File: src/rtl/hazard_unit.sv
// Pipeline hazard unit: load-use and branch-operand stall control with a
// cumulative stall counter and a sticky watchdog for runaway stall chains.
module hazard_unit #(
    parameter int unsigned WDOG_LIMIT = 15
) (
    input  logic        clk,
    input  logic        rst,
    input  logic [4:0]  id_rs,
    input  logic [4:0]  id_rt,
    input  logic        id_use_rs,
    input  logic        id_use_rt,
    input  logic        id_branch,
    input  logic        ex_memread,
    input  logic        ex_regwrite,
    input  logic [4:0]  ex_rd,
    input  logic        mem_memread,
    input  logic [4:0]  mem_rd,
    output logic        hazard,
    output logic        BranchBubble,
    output logic        idex_flush,
    output logic [31:0] stall_cnt,
    output logic        deadlock_err
);

    typedef enum logic [1:0] {
        IDLE     = 2'd0,
        LD_STALL = 2'd1,
        BR_WAIT2 = 2'd2,
        BR_WAIT1 = 2'd3
    } state_t;

    state_t      state_q, state_d;
    logic [31:0] stall_cnt_q, stall_cnt_d;
    logic [3:0]  consec_q, consec_d;
    logic        deadlock_err_q, deadlock_err_d;

    logic ex_match;
    logic mem_match;
    logic stall;

    // Source-operand matches against EX and MEM destinations; r0 never matches.
    always_comb begin
        ex_match  = (ex_rd != 5'd0) &&
                    ((id_use_rs && (ex_rd == id_rs)) || (id_use_rt && (ex_rd == id_rt)));
        mem_match = (mem_rd != 5'd0) &&
                    ((id_use_rs && (mem_rd == id_rs)) || (id_use_rt && (mem_rd == id_rt)));
    end

    // Next-state and stall decode; detection only happens from IDLE, reset forces outputs low.
    always_comb begin
        state_d      = state_q;
        hazard       = 1'b0;
        BranchBubble = 1'b0;
        idex_flush   = 1'b0;
        case (state_q)
            IDLE: begin
                if (id_branch && ex_memread && ex_match) begin
                    // Branch needs a value still being loaded: two freezes then a bubble.
                    hazard     = 1'b1;
                    idex_flush = 1'b1;
                    state_d    = BR_WAIT2;
                end else if (!id_branch && ex_memread && ex_match) begin
                    hazard     = 1'b1;
                    idex_flush = 1'b1;
                    state_d    = LD_STALL;
                end else if (id_branch && ex_regwrite && !ex_memread && ex_match) begin
                    BranchBubble = 1'b1;
                    idex_flush   = 1'b1;
                    state_d      = BR_WAIT1;
                end else if (id_branch && mem_memread && mem_match) begin
                    BranchBubble = 1'b1;
                    idex_flush   = 1'b1;
                    state_d      = BR_WAIT1;
                end
            end
            LD_STALL: begin
                // Load has reached MEM and is forwarded from there.
                state_d = IDLE;
            end
            BR_WAIT2: begin
                hazard     = 1'b1;
                idex_flush = 1'b1;
                state_d    = BR_WAIT1;
            end
            BR_WAIT1: begin
                BranchBubble = 1'b1;
                idex_flush   = 1'b1;
                state_d      = IDLE;
            end
            default: state_d = IDLE;
        endcase
        if (rst) begin
            hazard       = 1'b0;
            BranchBubble = 1'b0;
            idex_flush   = 1'b0;
            state_d      = IDLE;
        end
    end

    // Stall accounting: wrapping total, saturating consecutive count, sticky watchdog.
    always_comb begin
        stall          = hazard | BranchBubble;
        stall_cnt_d    = stall ? (stall_cnt_q + 32'd1) : stall_cnt_q;
        consec_d       = 4'd0;
        if (stall) begin
            consec_d = (consec_q == 4'hF) ? 4'hF : (consec_q + 4'd1);
        end
        deadlock_err_d = deadlock_err_q | (32'(consec_d) >= WDOG_LIMIT);
    end

    // State and counter registers with synchronous reset.
    always_ff @(posedge clk) begin
        if (rst) begin
            state_q        <= IDLE;
            stall_cnt_q    <= 32'd0;
            consec_q       <= 4'd0;
            deadlock_err_q <= 1'b0;
        end else begin
            state_q        <= state_d;
            stall_cnt_q    <= stall_cnt_d;
            consec_q       <= consec_d;
            deadlock_err_q <= deadlock_err_d;
        end
    end

    assign stall_cnt    = stall_cnt_q;
    assign deadlock_err = deadlock_err_q;

endmodule

File: config.mk
export PLATFORM = sky130hd
export DESIGN_NAME = hazard_unit
export DESIGN_NICKNAME = d
export VERILOG_FILES = /design/src/rtl/hazard_unit.sv
export SDC_FILE = /design/constraint.sdc
export NUM_CORES = 1
export LEC_CHECK = 0
export CORE_MARGIN = 2
export CORE_UTILIZATION = 51
export DETAILED_ROUTE_END_ITERATION = 10
export PLACE_DENSITY_LB_ADDON = 0.1
export SETUP_SLACK_MARGIN = 0.02
export SKIP_CTS_REPAIR_TIMING = 1
export SLEW_MARGIN = 5
export SYNTH_ARGS = -nofsm -noshare
export SYNTH_HDL_FRONTEND = slang
export SYNTH_SLANG_ARGS = --single-unit
File: constraint.sdc
create_clock -name clk -period 3.9 [get_ports clk]
set_input_delay 0.39 -clock clk [delete_from_list [all_inputs] [get_ports clk]]
set_output_delay 0.39 -clock clk [all_outputs]
set_load 0.02 [all_outputs]
### Yosys cells after proc, flatten, opt, wreduce, memory -nomap -nowiden

Cells that the tools add are included.

| word-level totals | value |
|---|---|
| register bits after elaboration | 39 |

| cells by class | value |
|---|---|
| add/sub/neg operators | 2 |
| order comparisons | 1 |
| eq/ne operators | 9 |
| multiplexer cells | 21 |
| bitwise logic cells | 2 |
| reduce and logical (&&, ||, !) cells | 24 |

Operator list:

| cell | count |
|---|---|
| adder 32 x 1 -> 32 bit (second input constant) | 1 |
| == test 5 bit | 4 |
| logical AND 1 bit | 15 |
| 2-to-1 mux 1 bit | 11 |
| nonzero test 5 bit | 2 |
| 2-to-1 mux 2 bit | 4 |
| 2-to-1 mux 4 bit | 2 |
| one-hot mux 1 bit (2 select lines) | 3 |
| one-hot mux 2 bit (3 select lines) | 1 |
| != test 5 bit (second input constant) | 1 |
| adder 4 x 1 -> 4 bit (second input constant) | 1 |
| == test 2 bit (second input constant) | 2 |
| == test 4 bit (second input constant) | 1 |
| greater-or-equal comparator 4 bit (second input constant) | 1 |
| OR reduction 2 bit | 2 |
| == test 2 x 1 -> 1 bit (second input constant) | 1 |
| logical NOT 1 bit | 2 |
| logical NOT 2 bit | 1 |
| logical OR 1 bit | 2 |
| bitwise OR 1 bit | 2 |

### Longest topological paths before layout

Gate-level depths: netlist of run 1.

| depth | value |
|---|---|
| depth in word-level cells | 15 |
| depth in mapped cells | 10 |
| gate-level depth less buffers | 8 |

### Worst setup path after synthesis of run 1

OpenSTA, ideal clock, no wires.

| path | value |
|---|---|
| path kind | input-to-reg |
| start | input ex_rd[3] |
| end | register stall_cnt_q[11] (netlist: stall_cnt[11]) |
| arrival time | 2.669 ns |
| slack | 1.110 ns |
| stages | 9 |
| cell sequence | xor2_1 -> nor4_1 -> a32oi_1 -> or3_4 -> a2111oi_4 -> nor2_2 -> buf_2 -> nor4b_1 -> mux2_2 |

| between the ends | value |
|---|---|
| longest elaborated chain between the ends | 11 |

Ends and longest elaborated chain:

| element | line | RTL |
|---|---|---|
| start, declared | 15 | `input logic [4:0] ex_rd,` |
| == test 5 bit | 44 | `((id_use_rs && (ex_rd == id_rs)) \|\| (id_use_rt && (ex_rd == id_rt)));` |
| logical AND 1 bit | 44 |  |
| logical OR 1 bit | 44 |  |
| logical AND 1 bit (*) | 43 | `ex_match = (ex_rd != 5'd0) &&` |
| logical AND 1 bit | 66 | `end else if (id_branch && ex_regwrite && !ex_memread && ex_match) begin` |
| 2-to-1 mux 1 bit | 66 |  |
| 2-to-1 mux 1 bit | 62 | `end else if (!id_branch && ex_memread && ex_match) begin` |
| 2-to-1 mux 1 bit | 57 | `if (id_branch && ex_memread && ex_match) begin` |
| one-hot mux 1 bit (2 select lines) | 55 | `case (state_q)` |
| 2-to-1 mux 1 bit | 92 | `if (rst) begin` |
| bitwise OR 1 bit (*) | 102 | `stall = hazard \| BranchBubble;` |
| end signal, assigned | 120 | `stall_cnt_q <= stall_cnt_d;` |
| end, declared | 33 | `logic [31:0] stall_cnt_q, stall_cnt_d;` |

Mark *: on every way between the ends. The rest lies on a longest branch, timed or not.
A chain may end at the register's enable or synchronous reset.

### Worst setup path after layout of run 1

| path | value |
|---|---|
| start | input ex_rd[3] |
| end | output idex_flush |

| between the ends | value |
|---|---|
| longest elaborated chain between the ends | 10 |

Ends and longest elaborated chain:

| element | line | RTL |
|---|---|---|
| == test 5 bit | 44 |  |
| logical AND 1 bit | 44 |  |
| logical OR 1 bit | 44 |  |
| logical AND 1 bit (*) | 43 |  |
| logical AND 1 bit | 66 |  |
| 2-to-1 mux 1 bit | 66 |  |
| 2-to-1 mux 1 bit | 62 |  |
| 2-to-1 mux 1 bit (*) | 57 |  |
| one-hot mux 1 bit (2 select lines) (*) | 55 |  |
| 2-to-1 mux 1 bit (*) | 92 |  |
| end, declared | 20 | `output logic idex_flush,` |

Marks and branches as above.

==> reports/results.tsv, run 1 <==
stage	metric	value	unit
synth	yosysUniqueCellTypes	42	
layout	drive_above_1_share	5.37	%
setup_path	start_kind	input port	
die	start_util	52.0	%
sta	max_clock_freq	0.288	GHz
clock_tree	clk-insertion-delay-late	0.30	ns
flow_run	maxCapViolCount	0	
synth	synth_area_per_cell	8.24	um2
synth	syn_inst	271	
die	rows	24	
detailed_routing	routed.top_layer	met4	
global_routing	antenna_found_initial	0	
sta	finalSetupViolCount	0	
place	dpl.hpwl	3950	um
synth	synthArstFlopShare	0	%
synth	synth_top_area_cell	dfxtp_1	
synth	ys_warn_count	0	
synth	synthesis.nets	305	
die	die_height	70.2	um
clock_tree	cts.path.max_buffers	2	
die	ios	64	
clock_tree	cts_tree	yes	
layout	final_cells	387	
synth	syn_area	0.00223	mm2
clock_tree	cts_sinks	39	
worst_hold_path	hold_end	deadlock_err	
synth	synth_seq_area_share	35.0	%
setup_path	r2r_start	state_q[0]	
layout	syn_to_final_growth	36.8	%
setup_path	crit_start	ex_rd[3]	
worst_hold_path	min-delay-start	deadlock_err	
clock_tree	cts_root_buffer	clkbuf_8	
detailed_routing	vias_per_cell	5.69	
die	dieArea	0.00492	mm2
sta	finalClockSkew	0.0104	ns
pwr	vdd_drop_max	244	uV
sta	post-route-period-util	89.0	%
global_routing	grt_pass1_vias	1994	
sta	tns	0	ns
status	status	finished clean	
synth	synth_top_area_share	35.0	%
clock_tree	htreeDepth	2	
global_routing	grt_first_pass_wirelength	8940	um
detailed_routing	wl_met2	2580	um
sta	hold_violations	0	
clock_tree	cts-buffers-inserted	5	
detailed_routing	drc	0	
sta	finalCriticalPeriod	3.47	ns
synth	postSynthRegisterBits	39	
sta	max_slew_margin	52.1	%
layout	diodes	0	
detailed_routing	routedWlPerCell	14.2	um
setup_path	critPathArrivalTime	3.08	ns
pwr	power_density	298	mW/mm2
sta	hold_ws	0.463	ns
detailed_routing	antenna_left	0	
global_routing	grt_usage	22.3	%
die	core-area	0.00429	mm2
synth	ys.flop_type	dfxtp_1	
detailed_routing	drt_iter0_markers	106	
setup_path	worstSetupPathType	in2out	
synth	synth-edff-count	0	
detailed_routing	drt-total-wl	5500	um
setup_path	cp.required	3.51	ns
place	port_buffers	63	
detailed_routing	vias	2203	
worst_hold_path	whs_path_depth	2	
worst_hold_path	hold_path.class	reg2reg	
setup_path	r2r_end	stall_cnt[26]	
layout	final_nets	368	
setup_path	rrSetupSlack	1.33	ns
sta	slew_violations	0	
die	die_x	70.2	um
setup_path	crit_fanout	3	
synth	synth_area_leaders	dfxtp_1 35%, xor2_1 8.6%, a21oi_1 5.4%	
place	place.gp.congestion	0.802	
detailed_routing	wl_met3	255	um
layout	mostFrequentLayoutCells	63 x clkdlybuf4s50_1, 39 x dfxtp_1, 24 x a21oi_1	
place	place_inst	379	
pwr	totalPowerFinal	910	uW
sta	grt_setup_unrepaired	false	
pwr	p_leak	0.000998	uW
setup_path	r2r_cells	8	
setup_path	crit_path_end_kind	output port	
global_routing	grt_max_degree	41	
detailed_routing	drt_pass1_iterations	4	
global_routing	overflow	0	
layout	layout_commonest_cell	clkdlybuf4s50_1	
detailed_routing	wl_met1	2590	um
sta	worst_pin_slew	0.716	ns
clock_tree	path_clk_slew	0.08	ns
area by class of cell:
cell class / count / area (um2)
Timing Repair Buffer: 68 / 668
Tap cell: 52 / 65.1
Clock inverter: 3 / 67.6
Clock buffer: 5 / 68.8
Inverter: 10 / 37.5
Multi-Input combinational cell: 210 / 1370
Fill cell: 350 / 1240
Sequential cell: 39 / 781
worst max-delay path, cell delays in order:
cell and delay (ns):
clkdlybuf4s50_1 0.47, xor2_1 0.19, nor4_1 0.29, a32oi_1 0.18, or2_2 0.33, o21ai_0 0.33, a211oi_1 0.13, nor3_1 0.15
clkdlybuf4s50_1 0.63
cell usage after synthesis, types with 2 or more instances:
| cell type | instances |
|---|---|
| a31oi_1 | 3 |
| o31ai_1 | 5 |
| xnor2_1 | 9 |
| a21oi_1 | 24 |
| a211oi_1 | 2 |
| inv_1 | 10 |
| or3_1 | 14 |
| ha_1 | 6 |
| xor2_1 | 22 |
| nor2_1 | 18 |
| nand3_1 | 9 |
| and3_1 | 4 |
| nand4_1 | 7 |
| o211ai_1 | 6 |
| and4_1 | 2 |
| o2111ai_1 | 5 |
| nand2b_1 | 2 |
| and2_1 | 2 |
| buf_2 | 3 |
| buf_1 | 2 |
| nor2b_1 | 5 |
| dfxtp_1 | 39 |
| nand2_1 | 17 |
| nor3_1 | 4 |
| clkbuf_1 | 7 |
| or4_1 | 7 |
| nor4_1 | 5 |
| o21ai_0 | 18 |
report_power, final:
part | leakage (uW) | internal (uW) | total, uW | switching [uW]
sequential | 0.000314 | 400 | 404 | 3.43
combinational | 0.000620 | 50.9 | 99.8 | 48.9
clock | 0.0000644 | 255 | 407 | 152
metrics by stage:
stage / utilization, % / area [um2] / setup WS [ns]
after floorplan: - / 2230 / 1.11
after global placement: 67.9 / 2920 / 0.309
after detailed placement: 67.9 / 2920 / 0.246
after CTS: 71.1 / 3050 / 0.427
after global routing: 71.1 / 3050 / 0.142
final: 71.1 / 3050 / 0.430
layer usage:
layer  global-route usage, %  vias up
li1                        -     1125
met1                    28.5     1013
met2                    36.8       56
met3                    5.48        9
met4                    7.26        0
met5                       0        -
flip-flops by register name (all words and copies together), names as in the netlist:
| name | count |
|---|---|
| consec_q | 4 |
| stall_cnt | 32 |
| state_q | 2 |
| deadlock_err | 1 |
kinds of logic (layout without fill, tap and decap cells):
logic type | after synthesis | after routing | synth area share, %
AO/OA/AOI/OAI | 70 | 70 | 20.0
buffers and inverters | 22 | 86 | 3.87
adder cells (fa/ha/maj) | 6 | 6 | 3.36
AND/OR/NAND/NOR | 101 | 101 | 24.7
flip-flops | 39 | 39 | 35.0
XOR/XNOR | 31 | 31 | 12.2
multiplexers | 2 | 2 | 0.953
worst max-delay path by stage:
| stage | endpoint | slack, ns | cells after the start |
|---|---|---|---|
| after global routing | idex_flush | 0.14 | 9 |
| after floorplan | stall_cnt[11] | 1.11 | 9 |
| after detailed placement | stall_cnt[31] | 0.25 | 10 |
| final | idex_flush | 0.43 | 9 |
| after global placement | stall_cnt[31] | 0.31 | 10 |
| after CTS | idex_flush | 0.43 | 9 |
Note: power is estimated with default switching activity, not from simulation.
==> inputs of run 2 (changes only) <==
==> constraint.sdc (replaced) <==
create_clock -name clk -period 4.1 [get_ports clk]
set_input_delay 0.41 -clock clk [delete_from_list [all_inputs] [get_ports clk]]
set_output_delay 0.41 -clock clk [all_outputs]
set_load 0.02 [all_outputs]
==> run 2 against run 1 <==
Effect of this change: utilization is 1.2 points lower; setup slack improved by 0.12 ns; die area unchanged; critical endpoint unchanged; register-to-register slack gained 0.19 ns; clock skew fell by 0.0046 ns; routed wire length is 3.3% lower; final cell count stayed put; first-iteration DRC count fell by 29%; critical path type unchanged; hold slack lost 0.0092 ns; sequential power shrank 5.0%.
==> reports/results.tsv, run 2 (synthesis results as in run 1) <==
stage	metric	value	unit	change
status	status	finished clean		
place	dpl_cell_area	0.00292	mm2	unchanged
setup_path	crit_fanout	3		unchanged
setup_path	crit_path_end_kind	output port		
pwr	pwr-share-clk	35.0	%	-9.7 points
detailed_routing	drt_iter0_markers	75		-29%
setup_path	cpMostUsedCell	clkdlybuf4s50_1		
clock_tree	path_clk_slew	0.08	ns	about the same
setup_path	path_delay_family	buffers and inverters		
sta	max_slew_margin	47.3	%	-4.7 points
clock_tree	cts_root_buffer	clkbuf_8		
detailed_routing	drc	0		unchanged
flow_run	maxCapViolCount	0		unchanged
setup_path	path_cells	clkdlybuf4s50_1, xor2_1, nor4_1, a32oi_1, or2_2, o21ai_0, a211oi_1, nor3_1, clkdlybuf4s50_1		
sta	post-route-period-util	86.5	%	
clock_tree	htreeDepth	2		unchanged
sta	grt_setup_unrepaired	false		
die	core-area	0.00429	mm2	unchanged
layout	design_area	0.00300	mm2	-1.7%
pwr	vdd_drop_max	190	uV	-22%
setup_path	cpPeakStageDelay	0.63	ns	about the same
global_routing	grt_max_degree	38		-7.3%
sta	finalClockSkew	0.00578	ns	-0.00464 ns
sta	tns	0	ns	unchanged
sta	slew_violations	0		unchanged
die	ios	64		unchanged
pwr	totalPowerFinal	734	uW	-19%
pwr	power_density	244	mW/mm2	-18%
pwr	intPower	547	uW	-23%
layout	multi_input_area	0.00137	mm2	unchanged
layout	diodes	0		unchanged
clock_tree	cts-buffers-inserted	5		unchanged
layout	layout_commonest_cell	clkdlybuf4s50_1		
pwr	p_sw_share	25.5	%	+3.1 points
sta	max_clock_freq	0.282	GHz	
layout	regArea	781	um2	unchanged
layout	fin_util	69.9	%	-1.2 points
global_routing	grt_pass1_vias	1935		-3.0%
place	place.gp.congestion	0.801		-0.14%
layout	mostFrequentLayoutCells	63 x clkdlybuf4s50_1, 39 x dfxtp_1, 24 x a21oi_1		
pwr	combPwrFrac	12.6	%	+1.6 points
detailed_routing	vias_per_cell	5.61		-1.4%
detailed_routing	routedWlPerCell	13.7	um	-3.3%
detailed_routing	antenna_left	0		unchanged
die	die_height	70.2	um	unchanged
detailed_routing	vias	2172		-1.4%
place	port_buffers	63		unchanged
setup_path	start_kind	input port		
sta	hold_violations	0		unchanged
global_routing	overflow	0		unchanged
global_routing	grt_first_pass_wirelength	8980	um	+0.46%
setup_path	worstSetupPathType	in2out		
global_routing	grt_usage	22.4	%	+0.13 points
sta	worst_pin_slew	0.789	ns	+0.0731 ns
setup_path	cp.required	3.69	ns	+0.18 ns
sta	finalSetupViolCount	0		unchanged
die	rows	24		unchanged
clock_tree	cts_tree	yes		
die	dieArea	0.00492	mm2	unchanged
pwr	p_leak	0.000977	uW	-2.1%
clock_tree	cts_sinks	39		unchanged
setup_path	critPathArrivalTime	3.14	ns	+0.06 ns
setup_path	slowest_stage	clkdlybuf4s50_1		
clock_tree	cts.path.max_buffers	2		unchanged
pwr	p_seq_share	52.3	%	+8.0 points
global_routing	antenna_found_initial	0		unchanged
pwr	p_sw	187	uW	-8.4%
setup_path	cp_num_buf_inv	2		unchanged
sta	finalCriticalPeriod	3.55	ns	
clock_tree	clk-insertion-delay-late	0.29	ns	about the same
detailed_routing	drt_pass1_iterations	4		unchanged
layout	final_nets	368		unchanged
die	start_util	52.0	%	unchanged
place	dpl.hpwl	3950	um	-0.14%
die	die_x	70.2	um	unchanged
layout	fillers	377		+7.7%
layout	drive_above_1_share	5.07	%	-0.30 points
detailed_routing	drt-total-wl	5320	um	-3.3%
layout	largest_reg_flops	32		unchanged
worst_hold_path	hold_path.class	reg2reg		
layout	syn_to_final_growth	34.5	%	
-- run 2: worst register-to-register path: cells and delay by family, from the launching register on --
family,cells,cell delay (ns)
compound gates,1,0.47
fa+ha+maj,1,0.37
buf+inv,2,0.14
flops,1,0.39
mux,1,0.30
simple gates,2,0.81
-- run 2: routing by layer --
layer	share of wire (%)	GRT usage [%]
met1	49	30.9
met2	46	34.1
met3	4.8	5.05
met4	0.79	8.55
met5	0	0
-- run 2: power groups by stage --
stage | combinational, uW | clock (uW) | sequential [uW]
final | 92.7 | 257 | 384
after floorplan | 44.8 | 0 | 393
after global placement | 91.5 | 0 | 393
after CTS | 92.9 | 258 | 384
after global routing | 101 | 279 | 385
after detailed placement | 92.5 | 0 | 393
-- run 2: area by class of cell --
cell class / instances / area share [%]
Clock buffer: 6 / 2.42
Clock inverter: 2 / 0.417
Inverter: 10 / 1.25
Multi-Input combinational cell: 210 / 45.5
Sequential cell: 39 / 26.0
Tap cell: 52 / 2.17
Timing Repair Buffer: 68 / 22.3
-- run 2: final timing paths --
| kind | start | endpoint | slack (ns) | cells past startpoint |
|---|---|---|---|---|
| min reg2reg | deadlock_err | deadlock_err | 0.45 | 2 |
| max | ex_rd[3] | idex_flush | 0.55 | 9 |
| max reg2reg | state_q[0] | stall_cnt[11] | 1.52 | 7 |
| min | deadlock_err | deadlock_err | 0.45 | 2 |
-- run 2: through the flow --
| step | hold slack (ns) | cells | setup WS, ns |
|---|---|---|---|
| 5_1_grt | 0.494 | 387 | 0.294 |
| 4_1_cts | 0.458 | 387 | 0.590 |
| 3_5_place_dp | 0.447 | 379 | 0.513 |
| 2_1_floorplan | 0.484 | 271 | 1.29 |
| 6_report | 0.454 | 387 | 0.553 |
| 3_3_place_gp | 0.438 | 379 | 0.584 |
